File: config.mk
export PLATFORM = sky130hd
export DESIGN_NAME = pipe_arbiter
export DESIGN_NICKNAME = d
export VERILOG_FILES = /design/src/rtl/pipe_arbiter.sv
export SDC_FILE = /design/constraint.sdc
export NUM_CORES = 1
export LEC_CHECK = 0
export CORE_ASPECT_RATIO = 1.1
export CORE_MARGIN = 2
export CORE_UTILIZATION = 42
export DETAILED_ROUTE_END_ITERATION = 10
export HOLD_SLACK_MARGIN = 0.02
export PLACE_DENSITY = 0.86
export SLEW_MARGIN = 20
export SYNTH_ARGS = -nofsm -noshare
export SYNTH_HDL_FRONTEND = slang
export SYNTH_SLANG_ARGS = --single-unit
File: constraint.sdc
create_clock -name clk -period 3.6 [get_ports clk]
set_input_delay 0.36 -clock clk [delete_from_list [all_inputs] [get_ports clk]]
set_output_delay 0.36 -clock clk [all_outputs]
set_load 0.01 [all_outputs]
File: src/rtl/pipe_arbiter.sv
// pipe_arbiter: two-requester scheduler for the 4-stage add/select/multiply
// pipeline (d2 = d1+a, d3 = ctl?c:d2, d4 = e*d3). It issues one op per cycle,
// skews operands to their consuming stage, tracks per-stage valid/tag and
// returns results with ready/valid backpressure through a global stage enable.
// Build option: PIPE_ARB_FIXED_PRIO_EN gives requester 0 fixed priority
// (no round-robin pointer); undefined selects round-robin arbitration.
module pipe_arbiter #(
  parameter int unsigned W  = 8,
  parameter int unsigned OW = 2 * W
) (
  input  logic          clk,
  input  logic          reset,
  input  logic          req0_valid,
  output logic          req0_ready,
  input  logic [4*W:0]  req0_op,
  input  logic          req1_valid,
  output logic          req1_ready,
  input  logic [4*W:0]  req1_op,
  output logic          pipe_en,
  output logic [W-1:0]  pipe_d,
  output logic [W-1:0]  pipe_a,
  output logic [W-1:0]  pipe_c,
  output logic          pipe_ctl,
  output logic [W-1:0]  pipe_e,
  input  logic [OW-1:0] pipe_d4,
  output logic          res_valid,
  input  logic          res_ready,
  output logic [OW-1:0] res_data,
  output logic          res_tag,
  output logic          busy
);

  localparam int unsigned OPW = 4 * W + 1;

  logic [4:1]    v;
  logic [4:1]    tag;
  logic          gnt0;
  logic          gnt1;
  logic          issue;
  logic [OPW-1:0] sel_op;
  logic [W-1:0]  op_d;
  logic [W-1:0]  op_a;
  logic [W-1:0]  op_c;
  logic [W-1:0]  op_e;
  logic          op_ctl;

  // Skew registers: a one stage, {c,ctl} two stages, e three stages
  logic [W-1:0]  a_s1;
  logic [W-1:0]  c_s1;
  logic [W-1:0]  c_s2;
  logic          ctl_s1;
  logic          ctl_s2;
  logic [W-1:0]  e_s1;
  logic [W-1:0]  e_s2;
  logic [W-1:0]  e_s3;

`ifndef PIPE_ARB_FIXED_PRIO_EN
  logic          rr_ptr;
`endif

  // Stall the whole pipe while an unconsumed result sits in stage 4, and hold during reset
  assign pipe_en = reset & ~(v[4] & ~res_ready);

  // Arbitration between the two requesters
  always_comb begin
    gnt0 = 1'b0;
    gnt1 = 1'b0;
`ifdef PIPE_ARB_FIXED_PRIO_EN
    gnt0 = req0_valid;
    gnt1 = req1_valid & ~req0_valid;
`else
    if (req0_valid && req1_valid) begin
      gnt0 = ~rr_ptr;
      gnt1 = rr_ptr;
    end else begin
      gnt0 = req0_valid;
      gnt1 = req1_valid;
    end
`endif
  end

  assign req0_ready = pipe_en & gnt0;
  assign req1_ready = pipe_en & gnt1;
  assign issue      = req0_ready | req1_ready;

  // Granted op fields; non-issue cycles inject a zero bubble
  always_comb begin
    sel_op = req1_ready ? req1_op : req0_op;
    op_d   = sel_op[W-1:0];
    op_a   = sel_op[2*W-1:W];
    op_c   = sel_op[3*W-1:2*W];
    op_e   = sel_op[4*W-1:3*W];
    op_ctl = sel_op[4*W];
    pipe_d = issue ? op_d : '0;
  end

  // Per-stage valid/tag tracking and operand skew, advancing only on pipe_en
  always_ff @(posedge clk) begin
    if (!reset) begin
      v      <= '0;
      tag    <= '0;
      a_s1   <= '0;
      c_s1   <= '0;
      c_s2   <= '0;
      ctl_s1 <= 1'b0;
      ctl_s2 <= 1'b0;
      e_s1   <= '0;
      e_s2   <= '0;
      e_s3   <= '0;
    end else if (pipe_en) begin
      v      <= {v[3:1], issue};
      tag    <= {tag[3:1], req1_ready};
      a_s1   <= issue ? op_a : '0;
      c_s1   <= issue ? op_c : '0;
      ctl_s1 <= issue & op_ctl;
      e_s1   <= issue ? op_e : '0;
      c_s2   <= c_s1;
      ctl_s2 <= ctl_s1;
      e_s2   <= e_s1;
      e_s3   <= e_s2;
    end
  end

`ifndef PIPE_ARB_FIXED_PRIO_EN
  // Round-robin pointer flips to the loser after every contended grant
  always_ff @(posedge clk) begin
    if (!reset) begin
      rr_ptr <= 1'b0;
    end else if (pipe_en && req0_valid && req1_valid) begin
      rr_ptr <= ~rr_ptr;
    end
  end
`endif

  assign pipe_a    = a_s1;
  assign pipe_c    = c_s2;
  assign pipe_ctl  = ctl_s2;
  assign pipe_e    = e_s3;
  assign res_valid = v[4];
  assign res_tag   = tag[4];
  assign res_data  = pipe_d4;
  assign busy      = |v;

endmodule

Word level (Yosys, flattened, before mapping) --
Index checks and enable logic that the tools add are counted.
Operators by class: bitwise gates (word level) 9, multiplexer cells 7, reductions and logical operators 4
Operators with widths (count):
- 33-bit two-way mux | 1
- 8-bit two-way mux | 4
- 1-bit bitwise AND | 5
- 4-bit OR reduction | 1
- 1-bit logical AND | 3
- 1-bit inverter | 3
- 1-bit two-way mux | 2
- 1-bit bitwise OR | 1
Word-level totals: output and inout port bits 55, word-level logic and storage cells 31, register bits 59, bits of input ports 87

Longest topological paths before layout --
depth after elaboration 7, mapped depth 5, gate-level depth less buffers 3

Worst setup path before layout --
Ideal clock, no wire load.
path type input to output, start in res_ready, end out req1_ready, stages 5, buffers on the path 2, required time 3.240 ns, data arrival time 1.165 ns, setup slack 2.075 ns, path through nand2b_1 > and2_1 > buf_2 > buf_6 > and3_1
On the way: word-level cells in the longest chain between the ends 5
RTL lines:
- start, declared | RTL line 27 | input logic res_ready,
- 1-bit inverter | RTL line 62 | assign pipe_en = reset & ~(v[4] & ~res_ready);
- 1-bit bitwise AND | RTL line 62
- 1-bit inverter | RTL line 62
- 1-bit bitwise AND | RTL line 62
- net pipe_en | RTL line 19 | output logic pipe_en,
- 1-bit bitwise AND | RTL line 83 | assign req1_ready = pipe_en & gnt1;
- end, declared | RTL line 17 | output logic req1_ready,
The timed path passes the listed nets, and every way through them passes these cells.

Worst setup path after layout --
start in req1_valid, end out pipe_d[0]
On the way: word-level cells in the longest chain between the ends 5, elaborated cells on any way between the ends 8, those cells by class mux: 4; bitwise: 3; reduce/logical: 1
RTL lines:
- start, declared | RTL line 16 | input logic req1_valid,
- 1-bit logical AND | RTL line 72 | if (req0_valid && req1_valid) begin
- 1-bit two-way mux | RTL line 72
- 1-bit bitwise AND, on equally long branches | RTL line 83, 82
- 33-bit two-way mux or 1-bit bitwise OR (tied branches) | RTL line 88, 84
- 8-bit two-way mux * | RTL line 94 | pipe_d = issue ? op_d : '0;
- end, declared | RTL line 20 | output logic [W-1:0] pipe_d,
Every way passes the cells marked *; elsewhere a longest branch is shown, timed or not.

==> metrics.txt <==
H-tree depth 3; Leak Pwr between 1 and 1.5 nW; # port buffers around 110; Setup Fix Bufs, Post-CTS 0; top-area cell type share of the netlist area 0.4517; global-route met1 utilization 0.2686; ANT nets after route 0; hold-fix buffers at CTS 0; GR Util met2 0.3390; first drt pass iteration count 5; Yosys reg bits about 60; minimum clock period between 2000 and 3000 ps; Most Crowded Layer GR met2; DP Area around 0.0036 sq mm; clock skew about 4.9 ps; count leader, synth dfxtp_1; max_cap viols 0; Critical Path End Type output port; pwr/cell area ~420 mW/mm^2; Resized Gates After CTS 0; Core ar. just over 0.006 sq mm; Routed WL slightly above 7000 um; outcome complete, no violations; Final Util 0.6177; Seq/Total Area, Yosys 0.4517; WP data arrival ~2400 ps; CTS tree yes; dpl cells between 400 and 500; Hold WC Path Type flop to flop; Rel. slew slack 0.6133; share of cells above drive strength 1 0.06336; routed wire length per instance approximately 16 um; Area Overhead vs Synth 43.64%; Synth Area in XOR/XNOR 0; die area a little under 0.007 sq mm; Primary FF master, synth dfxtp_1; Final WS setup 882.1 ps; crit path max fanout 38; count of final setup violators 0; pre-CTS setup slack around 930 ps; GR Util All Layers 0.2118; Crit Path Category primary input to output port; number of synthesized flops with an enable pin 0; NumNets Final around 450; Design Power ~1.6 mW; remaining global-route overflow 0; fraction of registers with async set/reset 0; fmax around 370 MHz; Startpoint Class primary input; compound-gate portion of the synthesized area 0.3478; Yosys cell types 25; diode count 0; initial antenna violation count 0; GP Congestion 0.7708; RSZ-0062 raised after global routing false; vias in the first global route between 2,000 and 2,500; Vias/cell 5.641; Max clock buf depth 2; Row Count 30; Syn Area/Cell around 9.4 sq um; Worst-Margin Slew ~580 ps; Clock transition at path regs 60 ps; met3 track demand over resource 0.05104; die height 86.76 um; hold_ws between 400 and 500 ps; via count about 2,500; top cells by count, synth dfxtp_1 (59), o21ai_0 (33), a22o_1 (30); filler cell count in the final layout roughly 540; IO Count between 100 and 150; mapped cell area approximately 0.0026 sq mm; largest family of logic cells by synthesized area compound AO/OA/AOI/OAI gates; critical path data required time between 3000 and 4000 ps; mux share of post-synthesis cell area 0.003828; final std cells w/o fill between 400 and 500; Synth Area in Simple Gates 0.07847; DPL Wire Length roughly 4800 um; Final Instance Area 0.003756 sq mm; final worst-path cycle share 0.7550; clk_lat worst skew around 320 ps; largest net degree at the start of global routing 39; Synth Instances around 280; top post-synthesis cells by area dfxtp_1 (45%), a22o_1 (10%), a32oi_1 (8.4%), a22oi_1 (7.2%), o21ai_0 (6.3%); Die W between 70 and 80 um; Ys Warns 0; worst vdd ir roughly 0.21 mV; cts bufs inserted 9; setup TNS 0 ps; final hold violation count 0; fin. max-slew vios 0; drt drc 0; area share of fa/ha/maj cells after synthesis 0; clock root buffer clkbuf_8; starting density of the core 0.4300; Post-Syn Nets 364; Yosys top cell by area dfxtp_1; first-pass GRT wire length 11,490 um; DR iter-0 viols roughly 140; number of clock sinks 59
## final timing paths
| kind | from | endpoint | slack [ps] | cells after the start |
|---|---|---|---|---|
| setup / recovery | req1_valid | pipe_d[0] | 880 | 5 |
| hold / removal | pipe_e[4] | pipe_e[4] | 470 | 1 |
| setup reg to reg | v[4] | e_s1[4] | 1940 | 4 |
| hold reg to reg | pipe_e[4] | pipe_e[4] | 470 | 1 |
## power by group
group	leakage [nW]	switching [mW]	total [mW]	internal [mW]
Sequential	0.484	0.0258	0.715	0.689
Combinational	0.767	0.106	0.255	0.149
Clock	0.0995	0.241	0.594	0.353
Total	1.35	0.373	1.56	1.19
## registers in the layout (all words and copies together) (netlist names), 4 cells and up
register,count
pipe_c,8
v,4
c_s1,8
e_s1,8
pipe_a,8
tag,4
e_s2,8
pipe_e,8
## cells in the final DEF, fill, tap and decap left out
cell,Yosys,routed
clkdlybuf4s50_1,0,109
dfxtp_1,59,59
o21ai_0,33,33
a22o_1,30,30
nand2_1,28,28
a32oi_1,25,25
a22oi_1,25,25
clkbuf_8,0,11
nand3_1,9,9
a21oi_1,9,9
buf_4,16,8
nand2b_1,2,2
clkbuf_1,10,2
and2_1,1,1
and3_1,1,1
inv_1,1,1
and2b_1,1,1
o211ai_2,1,1
or4_1,1,1
and3b_2,0,1
a32o_1,1,1
a21o_1,1,1
nand4_1,1,1
mux2i_1,1,1
clkinv_2,0,1
bufinv_16,0,1
## area by class of cell
cell class	count	area [sq um]	share of cell area
well taps	80	100.1	0.02665
inverters	1	3.754	0.0009993
flip-flops and latches	59	1181	0.3145
clock buffers	13	158.9	0.04231
clock inverters	2	35.03	0.009327
repair buffers	117	1151	0.3065
multi-input cells	171	1126	0.2998
## worst max-delay path, stage by stage
cell	delay, ps
clkdlybuf4s50_1	470
buf_4	370
o211ai_2	310
a21oi_1	250
clkdlybuf4s50_1	570
## logic make-up (layout without fill, tap and decap cells)
group / count (synthesis) / count (layout)
compound gates: 125 / 125
buf+inv: 47 / 133
flops: 59 / 59
simple gates: 45 / 45
mux: 1 / 1
## per-layer routing
metal | vias up | wire length [um]
met5 | - | 0
met4 | 0 | 102
met3 | 10 | 457
met2 | 109 | 3532
met1 | 1176 | 3170
li1 | 1204 | -
Note: power is estimated with default switching activity, not from simulation.
